--- config.mk ---
export PLATFORM = sky130hd
export DESIGN_NAME = pipe_hazard_sched_flat
export DESIGN_NICKNAME = d
export VERILOG_FILES = /design/src/rtl/pipe_hazard_sched_if.sv /design/src/rtl/pipe_hazard_sched.sv /design/src/flat_wrapper.sv
export SDC_FILE = /design/constraint.sdc
export NUM_CORES = 1
export LEC_CHECK = 0
export CAP_MARGIN = 0
export CORE_ASPECT_RATIO = 1.2
export CORE_UTILIZATION = 45
export CTS_BUF_LIST = sky130_fd_sc_hd__clkbuf_4 sky130_fd_sc_hd__clkbuf_8
export DETAILED_ROUTE_END_ITERATION = 6
export GPL_TIMING_DRIVEN = 0
export PLACE_DENSITY = 0.74
export SLEW_MARGIN = 20
export SYNTH_ARGS = -nofsm -noshare
export SYNTH_HDL_FRONTEND = slang
export SYNTH_SLANG_ARGS = --single-unit
--- constraint.sdc ---
create_clock -name clk -period 2.25 [get_ports clk]
set_input_delay 0.3375 -clock clk [delete_from_list [all_inputs] [get_ports clk]]
set_output_delay 0.3375 -clock clk [all_outputs]
set_load 0.03 [all_outputs]
--- src/rtl/pipe_hazard_sched_if.sv ---
// pipe_hazard_sched_if
//   Bundles the pipeline-side signals of the hazard scheduler.
//   master : pipeline datapath (drives ID/EX/MEM/WB status, receives controls)
//   slave  : the scheduler itself
//   Status  : id_valid, id_rs1, id_rs2, id_use_rs1, id_use_rs2, id_is_md,
//             ex_rd, ex_mem_read, mem_rd, mem_reg_write, wb_rd, wb_reg_write,
//             br_taken, md_done
//   Control : stall_if, stall_id, bubble_ex, flush_if, flush_id, fwd_a, fwd_b,
//             md_start, md_abort, stall_cnt, flush_cnt
interface pipe_hazard_sched_if;
   logic        id_valid;
   logic [4:0]  id_rs1;
   logic [4:0]  id_rs2;
   logic        id_use_rs1;
   logic        id_use_rs2;
   logic        id_is_md;
   logic [4:0]  ex_rd;
   logic        ex_mem_read;
   logic [4:0]  mem_rd;
   logic        mem_reg_write;
   logic [4:0]  wb_rd;
   logic        wb_reg_write;
   logic        br_taken;
   logic        md_done;
   logic        stall_if;
   logic        stall_id;
   logic        bubble_ex;
   logic        flush_if;
   logic        flush_id;
   logic [1:0]  fwd_a;
   logic [1:0]  fwd_b;
   logic        md_start;
   logic        md_abort;
   logic [31:0] stall_cnt;
   logic [31:0] flush_cnt;

   modport master (
      output id_valid, id_rs1, id_rs2, id_use_rs1, id_use_rs2, id_is_md,
             ex_rd, ex_mem_read, mem_rd, mem_reg_write, wb_rd, wb_reg_write,
             br_taken, md_done,
      input  stall_if, stall_id, bubble_ex, flush_if, flush_id, fwd_a, fwd_b,
             md_start, md_abort, stall_cnt, flush_cnt
   );

   modport slave (
      input  id_valid, id_rs1, id_rs2, id_use_rs1, id_use_rs2, id_is_md,
             ex_rd, ex_mem_read, mem_rd, mem_reg_write, wb_rd, wb_reg_write,
             br_taken, md_done,
      output stall_if, stall_id, bubble_ex, flush_if, flush_id, fwd_a, fwd_b,
             md_start, md_abort, stall_cnt, flush_cnt
   );
endinterface

--- src/rtl/pipe_hazard_sched.sv ---
// pipe_hazard_sched
//   Stall/flush/forward scheduler for the 5-stage RV32 pipeline. Generates
//   IF/ID hold, EX bubbles, IF/ID and ID/EX squash, EX operand forwarding
//   selects and the MUL/DIV start/abort handshake, plus saturating stall and
//   flush cycle counters.
//   clk  : rising-edge clock
//   rst  : synchronous active-high reset
//   hz   : scheduler side of pipe_hazard_sched_if (all status in, controls out)
//   FLUSH_LEN  : cycles flush_if stays high per taken branch (1..15)
//   MD_TIMEOUT : MD_BUSY cycles before a forced md_abort (2..255)
module pipe_hazard_sched #(
   parameter int unsigned FLUSH_LEN  = 1,
   parameter int unsigned MD_TIMEOUT = 64
) (
   input  logic                 clk,
   input  logic                 rst,
   pipe_hazard_sched_if.slave   hz
);

   typedef enum logic [1:0] {
      RUN     = 2'd0,
      FLUSH   = 2'd1,
      MD_BUSY = 2'd2
   } state_t;

   localparam logic [7:0] FLUSH_INIT = 8'(FLUSH_LEN - 1);
   localparam logic [7:0] MD_LAST    = 8'(MD_TIMEOUT - 1);

   state_t      state, state_nx;
   logic [7:0]  cnt, cnt_nx;
   logic [31:0] stall_cnt, flush_cnt;
   logic        load_use;
   logic        stall_if, stall_id, bubble_ex, flush_if, flush_id;
   logic        md_start, md_abort;

   // MEM result is younger than WB, so it takes precedence.
   function automatic logic [1:0] fwd_sel(
      input logic [4:0] rs,
      input logic [4:0] mem_rd,
      input logic       mem_we,
      input logic [4:0] wb_rd,
      input logic       wb_we
   );
      if (mem_we && (mem_rd != 5'd0) && (mem_rd == rs))
         return 2'b10;
      else if (wb_we && (wb_rd != 5'd0) && (wb_rd == rs))
         return 2'b01;
      else
         return 2'b00;
   endfunction

   assign hz.fwd_a = fwd_sel(hz.id_rs1, hz.mem_rd, hz.mem_reg_write,
                             hz.wb_rd, hz.wb_reg_write);
   assign hz.fwd_b = fwd_sel(hz.id_rs2, hz.mem_rd, hz.mem_reg_write,
                             hz.wb_rd, hz.wb_reg_write);

   assign load_use = hz.id_valid && hz.ex_mem_read && (hz.ex_rd != 5'd0) &&
                     ((hz.id_use_rs1 && (hz.ex_rd == hz.id_rs1)) ||
                      (hz.id_use_rs2 && (hz.ex_rd == hz.id_rs2)));

   always_ff @(posedge clk) begin
      if (rst) begin
         state <= RUN;
         cnt   <= '0;
      end else begin
         state <= state_nx;
         cnt   <= cnt_nx;
      end
   end

   always_comb begin
      state_nx  = state;
      cnt_nx    = cnt;
      stall_if  = 1'b0;
      stall_id  = 1'b0;
      bubble_ex = 1'b0;
      flush_if  = 1'b0;
      flush_id  = 1'b0;
      md_start  = 1'b0;
      md_abort  = 1'b0;

      case (state)
         RUN: begin
            if (hz.br_taken) begin
               flush_if  = 1'b1;
               flush_id  = 1'b1;
               bubble_ex = 1'b1;
               if (FLUSH_LEN > 1) begin
                  state_nx = FLUSH;
                  cnt_nx   = FLUSH_INIT;
               end
            end else if (load_use) begin
               stall_if  = 1'b1;
               stall_id  = 1'b1;
               bubble_ex = 1'b1;
            end else if (hz.id_valid && hz.id_is_md) begin
               md_start = 1'b1;
               stall_if = 1'b1;
               stall_id = 1'b1;
               cnt_nx   = '0;
               state_nx = MD_BUSY;
            end
         end

         FLUSH: begin
            flush_if = 1'b1;
            if (cnt <= 8'd1) begin
               state_nx = RUN;
               cnt_nx   = '0;
            end else begin
               cnt_nx = cnt - 8'd1;
            end
         end

         MD_BUSY: begin
            if (hz.md_done) begin
               state_nx = RUN;
               cnt_nx   = '0;
            end else begin
               stall_if  = 1'b1;
               stall_id  = 1'b1;
               bubble_ex = 1'b1;
               if (cnt == MD_LAST) begin
                  md_abort = 1'b1;
                  state_nx = RUN;
                  cnt_nx   = '0;
               end else begin
                  cnt_nx = cnt + 8'd1;
               end
            end
         end

         default: begin
            state_nx = RUN;
            cnt_nx   = '0;
         end
      endcase

      // Reset silences every control in the reset cycle itself, so an MD op
      // interrupted by reset never sees an abort pulse.
      if (rst) begin
         stall_if  = 1'b0;
         stall_id  = 1'b0;
         bubble_ex = 1'b0;
         flush_if  = 1'b0;
         flush_id  = 1'b0;
         md_start  = 1'b0;
         md_abort  = 1'b0;
      end
   end

   always_ff @(posedge clk) begin
      if (rst) begin
         stall_cnt <= '0;
         flush_cnt <= '0;
      end else begin
         if (stall_if && (stall_cnt != '1))
            stall_cnt <= stall_cnt + 32'd1;
         if (flush_if && (flush_cnt != '1))
            flush_cnt <= flush_cnt + 32'd1;
      end
   end

   assign hz.stall_if  = stall_if;
   assign hz.stall_id  = stall_id;
   assign hz.bubble_ex = bubble_ex;
   assign hz.flush_if  = flush_if;
   assign hz.flush_id  = flush_id;
   assign hz.md_start  = md_start;
   assign hz.md_abort  = md_abort;
   assign hz.stall_cnt = stall_cnt;
   assign hz.flush_cnt = flush_cnt;

endmodule
--- src/flat_wrapper.sv ---
// flat-port wrapper written by rule: the top's interface ports become plain ports
module pipe_hazard_sched_flat 
#(
   parameter int unsigned FLUSH_LEN  = 1,
   parameter int unsigned MD_TIMEOUT = 64
)
  (clk, rst, hz_id_valid, hz_id_rs1, hz_id_rs2, hz_id_use_rs1, hz_id_use_rs2, hz_id_is_md, hz_ex_rd, hz_ex_mem_read, hz_mem_rd, hz_mem_reg_write, hz_wb_rd, hz_wb_reg_write, hz_br_taken, hz_md_done, hz_stall_if, hz_stall_id, hz_bubble_ex, hz_flush_if, hz_flush_id, hz_fwd_a, hz_fwd_b, hz_md_start, hz_md_abort, hz_stall_cnt, hz_flush_cnt);
  pipe_hazard_sched_if hz_i ();
  input  logic clk;
  input  logic rst;
  input wire logic [$bits(hz_i.id_valid)-1:0] hz_id_valid;
  input wire logic [$bits(hz_i.id_rs1)-1:0] hz_id_rs1;
  input wire logic [$bits(hz_i.id_rs2)-1:0] hz_id_rs2;
  input wire logic [$bits(hz_i.id_use_rs1)-1:0] hz_id_use_rs1;
  input wire logic [$bits(hz_i.id_use_rs2)-1:0] hz_id_use_rs2;
  input wire logic [$bits(hz_i.id_is_md)-1:0] hz_id_is_md;
  input wire logic [$bits(hz_i.ex_rd)-1:0] hz_ex_rd;
  input wire logic [$bits(hz_i.ex_mem_read)-1:0] hz_ex_mem_read;
  input wire logic [$bits(hz_i.mem_rd)-1:0] hz_mem_rd;
  input wire logic [$bits(hz_i.mem_reg_write)-1:0] hz_mem_reg_write;
  input wire logic [$bits(hz_i.wb_rd)-1:0] hz_wb_rd;
  input wire logic [$bits(hz_i.wb_reg_write)-1:0] hz_wb_reg_write;
  input wire logic [$bits(hz_i.br_taken)-1:0] hz_br_taken;
  input wire logic [$bits(hz_i.md_done)-1:0] hz_md_done;
  output wire logic [$bits(hz_i.stall_if)-1:0] hz_stall_if;
  output wire logic [$bits(hz_i.stall_id)-1:0] hz_stall_id;
  output wire logic [$bits(hz_i.bubble_ex)-1:0] hz_bubble_ex;
  output wire logic [$bits(hz_i.flush_if)-1:0] hz_flush_if;
  output wire logic [$bits(hz_i.flush_id)-1:0] hz_flush_id;
  output wire logic [$bits(hz_i.fwd_a)-1:0] hz_fwd_a;
  output wire logic [$bits(hz_i.fwd_b)-1:0] hz_fwd_b;
  output wire logic [$bits(hz_i.md_start)-1:0] hz_md_start;
  output wire logic [$bits(hz_i.md_abort)-1:0] hz_md_abort;
  output wire logic [$bits(hz_i.stall_cnt)-1:0] hz_stall_cnt;
  output wire logic [$bits(hz_i.flush_cnt)-1:0] hz_flush_cnt;
  assign hz_i.id_valid = hz_id_valid;
  assign hz_i.id_rs1 = hz_id_rs1;
  assign hz_i.id_rs2 = hz_id_rs2;
  assign hz_i.id_use_rs1 = hz_id_use_rs1;
  assign hz_i.id_use_rs2 = hz_id_use_rs2;
  assign hz_i.id_is_md = hz_id_is_md;
  assign hz_i.ex_rd = hz_ex_rd;
  assign hz_i.ex_mem_read = hz_ex_mem_read;
  assign hz_i.mem_rd = hz_mem_rd;
  assign hz_i.mem_reg_write = hz_mem_reg_write;
  assign hz_i.wb_rd = hz_wb_rd;
  assign hz_i.wb_reg_write = hz_wb_reg_write;
  assign hz_i.br_taken = hz_br_taken;
  assign hz_i.md_done = hz_md_done;
  assign hz_stall_if = hz_i.stall_if;
  assign hz_stall_id = hz_i.stall_id;
  assign hz_bubble_ex = hz_i.bubble_ex;
  assign hz_flush_if = hz_i.flush_if;
  assign hz_flush_id = hz_i.flush_id;
  assign hz_fwd_a = hz_i.fwd_a;
  assign hz_fwd_b = hz_i.fwd_b;
  assign hz_md_start = hz_i.md_start;
  assign hz_md_abort = hz_i.md_abort;
  assign hz_stall_cnt = hz_i.stall_cnt;
  assign hz_flush_cnt = hz_i.flush_cnt;
  pipe_hazard_sched #(.FLUSH_LEN(FLUSH_LEN), .MD_TIMEOUT(MD_TIMEOUT)) u_core (.clk(clk), .rst(rst), .hz(hz_i));
endmodule
==> PnR_summary.wiki <==
{| class="wikitable"
! Metric !! Value
|-
| Number of buffer cells added on primary ports || 109
|-
| GPL Wtd Cong || just under 0.9
|-
| Total GRT Usage || about a quarter
|-
| Hold violation count in the final report || 0
|-
| Parity-gate share of the synthesized area counting xor and xnor cells || ~14%
|-
| Worst Setup Slack, final || approximately 0.048 ns
|-
| Count of inserted antenna diode cells || 0
|-
| Maximum single-stage delay on the critical path || a little under 0.5 ns
|-
| Yosys synthesis warning count || 0
|-
| Initial cell density of the core || a little under half
|-
| Clock transition at path regs || ~0.080 ns
|-
| Remaining antenna violation count || 0
|-
| Synth Area in Compound Gates || between 10 and 15%
|-
| Path class of the lowest-slack min-delay path || reg2reg
|-
| Clock insertion delay at the later pin of the skew report || approximately 0.36 ns
|-
| Cell area after synthesis || around 0.0040 mm²
|-
| Share of the cycle needed by the critical path after routing || between 90% and 100%
|-
| Final-layout fill cell count || approximately 760
|-
| Total Power || between 0.002 and 0.003 W
|-
| Half-perimeter wire length after detailed placement || 7990 µm
|-
| Signed area change from the synthesized netlist to the final layout || 40.3%
|-
| R2R depth || 9
|-
| Initial antenna violation count || 0
|-
| Avg Vias per Cell || 5.67
|-
| Average footprint of a synthesized cell || ~8.3 µm²
|-
| Synth Area in Adders || less than 1%
|-
| Site Rows || 37
|-
| Total net switching power || 0.000697 W
|-
| Drt total wl || between 10000 and 15000 µm
|-
| Fraction of synthesized area in multiplexers || 0.497%
|-
| Actual slew at the worst max-slew pin || 0.563 ns
|-
| TritonCTS buffer count || 9
|-
| Residual overflow from global routing || 0
|-
| Most frequent standard cell in the layout excluding fill and tap cells || sky130_fd_sc_hd__clkdlybuf4s50_1
|-
| Net switching share of the total power || between 20% and 30%
|-
| Most frequent cells in the layout || sky130_fd_sc_hd__clkdlybuf4s50_1, sky130_fd_sc_hd__dfxtp_1, sky130_fd_sc_hd__nor2_1
|-
| Sequential fraction of design power || a little under half
|-
| Max IR drop VDD || around 0.28 mV
|-
| Maximum number of pins on one net before global-route repair || 14
|-
| Final worst clock skew || 0.0128 ns
|-
| Design internal power || 0.00212 W
|-
| Req. time, crit path || ~1.9 ns
|-
| Total of flip-flops plus latches after synthesis || 73
|-
| Max Clock Freq || ~0.45 GHz
|-
| Leakage power || about 2 nW
|-
| Post-Syn Instances || a little under 500
|-
| Level count of the clock H-tree || 3
|-
| CP Max Fanout || 2
|-
| Result of the run || finished, final reports clean
|-
| Critical path startpoint category || input pin
|-
| Mapped Nets || approximately 520
|-
| Clock network fraction of total power || between 40% and 50%
|-
| Unrepaired setup endpoints after global routing || yes
|-
| Critical-path top delay cell || sky130_fd_sc_hd__or4_4
|-
| Count of vias placed by the detailed router || approximately 4200
|-
| Wire length of the first global-routing pass || 17900 µm
|-
| Total power density per cell area || between 400 and 500 mW/mm²
|-
| Setup violations, final || 0
|-
| Worst Setup Path Type || in2out
|-
| Ports placed on the boundary || around 110
|-
| Average wire length per cell after detail routing || between 15 and 20 µm
|-
| Clock tree from TritonCTS || yes
|-
| Remaining design rule violation count || 0
|-
| Area of the core || 0.00861 mm²
|-
| Cell chosen for the clock root || sky130_fd_sc_hd__clkbuf_8
|-
| Sequential area share after synthesis || 36.3%
|-
| Number of pins with negative max-slew slack in the final report || 0
|-
| Worst-path cell chain || clkdlybuf4s50_1 -> o21ai_2 -> or4_4 -> nor4_2 -> buf_4
|-
| Count of different cell masters after synthesis || 50
|-
| Area enclosed by the die boundary || 0.00934 mm²
|-
| Largest buffer count on any clock path || 2
|-
| Tightest slew margin relative to the limit || slightly above 60%
|-
| Comb power frac || 10.1%
|-
| Number of nets at the end of the flow || between 600 and 700
|-
| Simple-Gate Fraction of Synth Area || between 30% and 40%
|-
| Worst setup EP type || output pin
|-
| Number of hold buffers added after CTS || 0
|-
| Proportion of layout cells with a drive suffix above 1 || between 10% and 20%
|-
| Number of sinks handled by clock tree synthesis || 73
|-
| Combinational family with the most area after synthesis || simple AND/OR/NAND/NOR gates
|-
| Iteration-0 DRC count of the detailed router || ~240
|-
| Worst setup slack after placement || -0.842 ns
|-
| Die X-Extent || ~88 µm
|-
| Arrival time of data at the critical path endpoint || around 1.9 ns
|-
| Post-Route Setup TNS || 0 ns
|-
| Via count of the first global-routing pass || 3897
|-
| Count of cells along the worst hold path || 2
|-
| Min cycle time layout || around 2.2 ns
|-
| Number of iterations in the first detailed-routing pass || 5
|-
| Count of maximum capacitance violations || 0
|-
| Die Ht || around 110 µm
|}
-- worst paths after layout --
check                           slack, ns                    from                     end
worst max-delay path                 0.05         hz_wb_reg_write             hz_fwd_a[0]
worst min-delay path                 0.49           u_core.cnt[7]           u_core.cnt[7]
worst max register to register       0.14  u_core.hz.flush_cnt[0]  u_core.hz.flush_cnt[3]
worst min register to register       0.49           u_core.cnt[7]           u_core.cnt[7]
-- layout make-up --
type	count	area, µm²	share of cell area [%]
clock buffer	11	151	2.68
multi-input combinational	387	2570	45.4
timing repair buffer	119	1100	19.4
tap	117	146	2.59
inverter	5	18.8	0.332
buffer	17	105	1.86
sequential	73	1480	26.2
clock inverter	5	85.1	1.50
-- synthesized netlist by cell type, drive strengths merged --
cell	n	share of area (%)
a211oi	2	0.50
a21oi	36	4.6
a31o	1	0.22
a31oi	3	0.47
a32o	1	0.25
and2	9	1.4
and3	15	2.3
and4	10	2.2
buf	10	1.9
clkbuf	8	0.75
dfxtp	73	36
ha	3	0.93
inv	5	0.47
mux2i	2	0.50
nand2	35	3.3
nand2b	1	0.16
nand3	36	4.6
nand3b	1	0.19
nand4	27	4.9
nand4b	1	0.22
nor2	49	4.6
nor3	2	0.25
nor3b	2	0.37
nor4	6	1.3
nor4bb	1	0.25
o211ai	5	1.1
o21a	1	0.19
o21ai	26	3.2
o221ai	2	0.59
o22a	1	0.22
o31ai	9	1.7
or2	1	0.16
or3	18	2.8
or3b	1	0.22
or4	13	2.5
or4b	1	0.25
xnor2	29	6.3
xor2	37	8.0
-- layer usage --
metal	routed length, µm	up-vias	track usage (%)
met5	0	-	0
met4	337	0	13.0
met3	857	32	6.42
met2	5400	157	39.9
met1	4570	1939	28.0
li1	-	2034	-
-- sequential cells by signal, summed over array words and instances (netlist names) --
register             cells
u_core.state             1
u_core.hz.stall_cnt     32
u_core.cnt               8
u_core.hz.flush_cnt     32
-- logic make-up (layout without fill, tap and decap cells) --
kind of cell | Yosys count | count (layout)
AOI/OAI and AO/OA | 87 | 87
xor gates and xnor gates | 66 | 66
adders and majority gates | 3 | 3
buffers and inverters | 23 | 157
DFF | 73 | 73
muxes | 2 | 2
and+or+nand+nor | 229 | 229
-- repair_timing --
action | 4_1_cts | 5_1_grt
buffers inserted | 8 | 2
endpoints found under the setup margin | 41 | 32
pin swaps | 13 | 11
resized for setup | 91 | 31
-- critical path, delay by kind of cell --
family                 cells  cell delay [ns]
buffers and inverters      2             0.68
AOI/OAI and AO/OA          1             0.07
and+or+nand+nor            2             0.78
-- power groups by stage --
stage / clock network [W] / logic, W / registers, W
after CTS: 0.00123 / 0.000277 / 0.00131
final: 0.00122 / 0.000284 / 0.00131
after global routing: 0.00129 / 0.000310 / 0.00131
after global placement: 0 / 0.000265 / 0.00134
after detailed placement: 0 / 0.000270 / 0.00134
after floorplan: 0 / 0.000133 / 0.00134
-- per-stage QoR --
step                util (%)  hold WS (ns)  std cells  area, µm²
CTS                     64.9         0.496        732       5590
floorplan                  -         0.458        483       4050
finish                  65.7         0.490        734       5660
detailed placement      61.5         0.484        709       5290
global route            65.7         0.516        734       5660
global placement        61.5         0.470        709       5290
No activity file was read; power rests on OpenSTA's default activity.
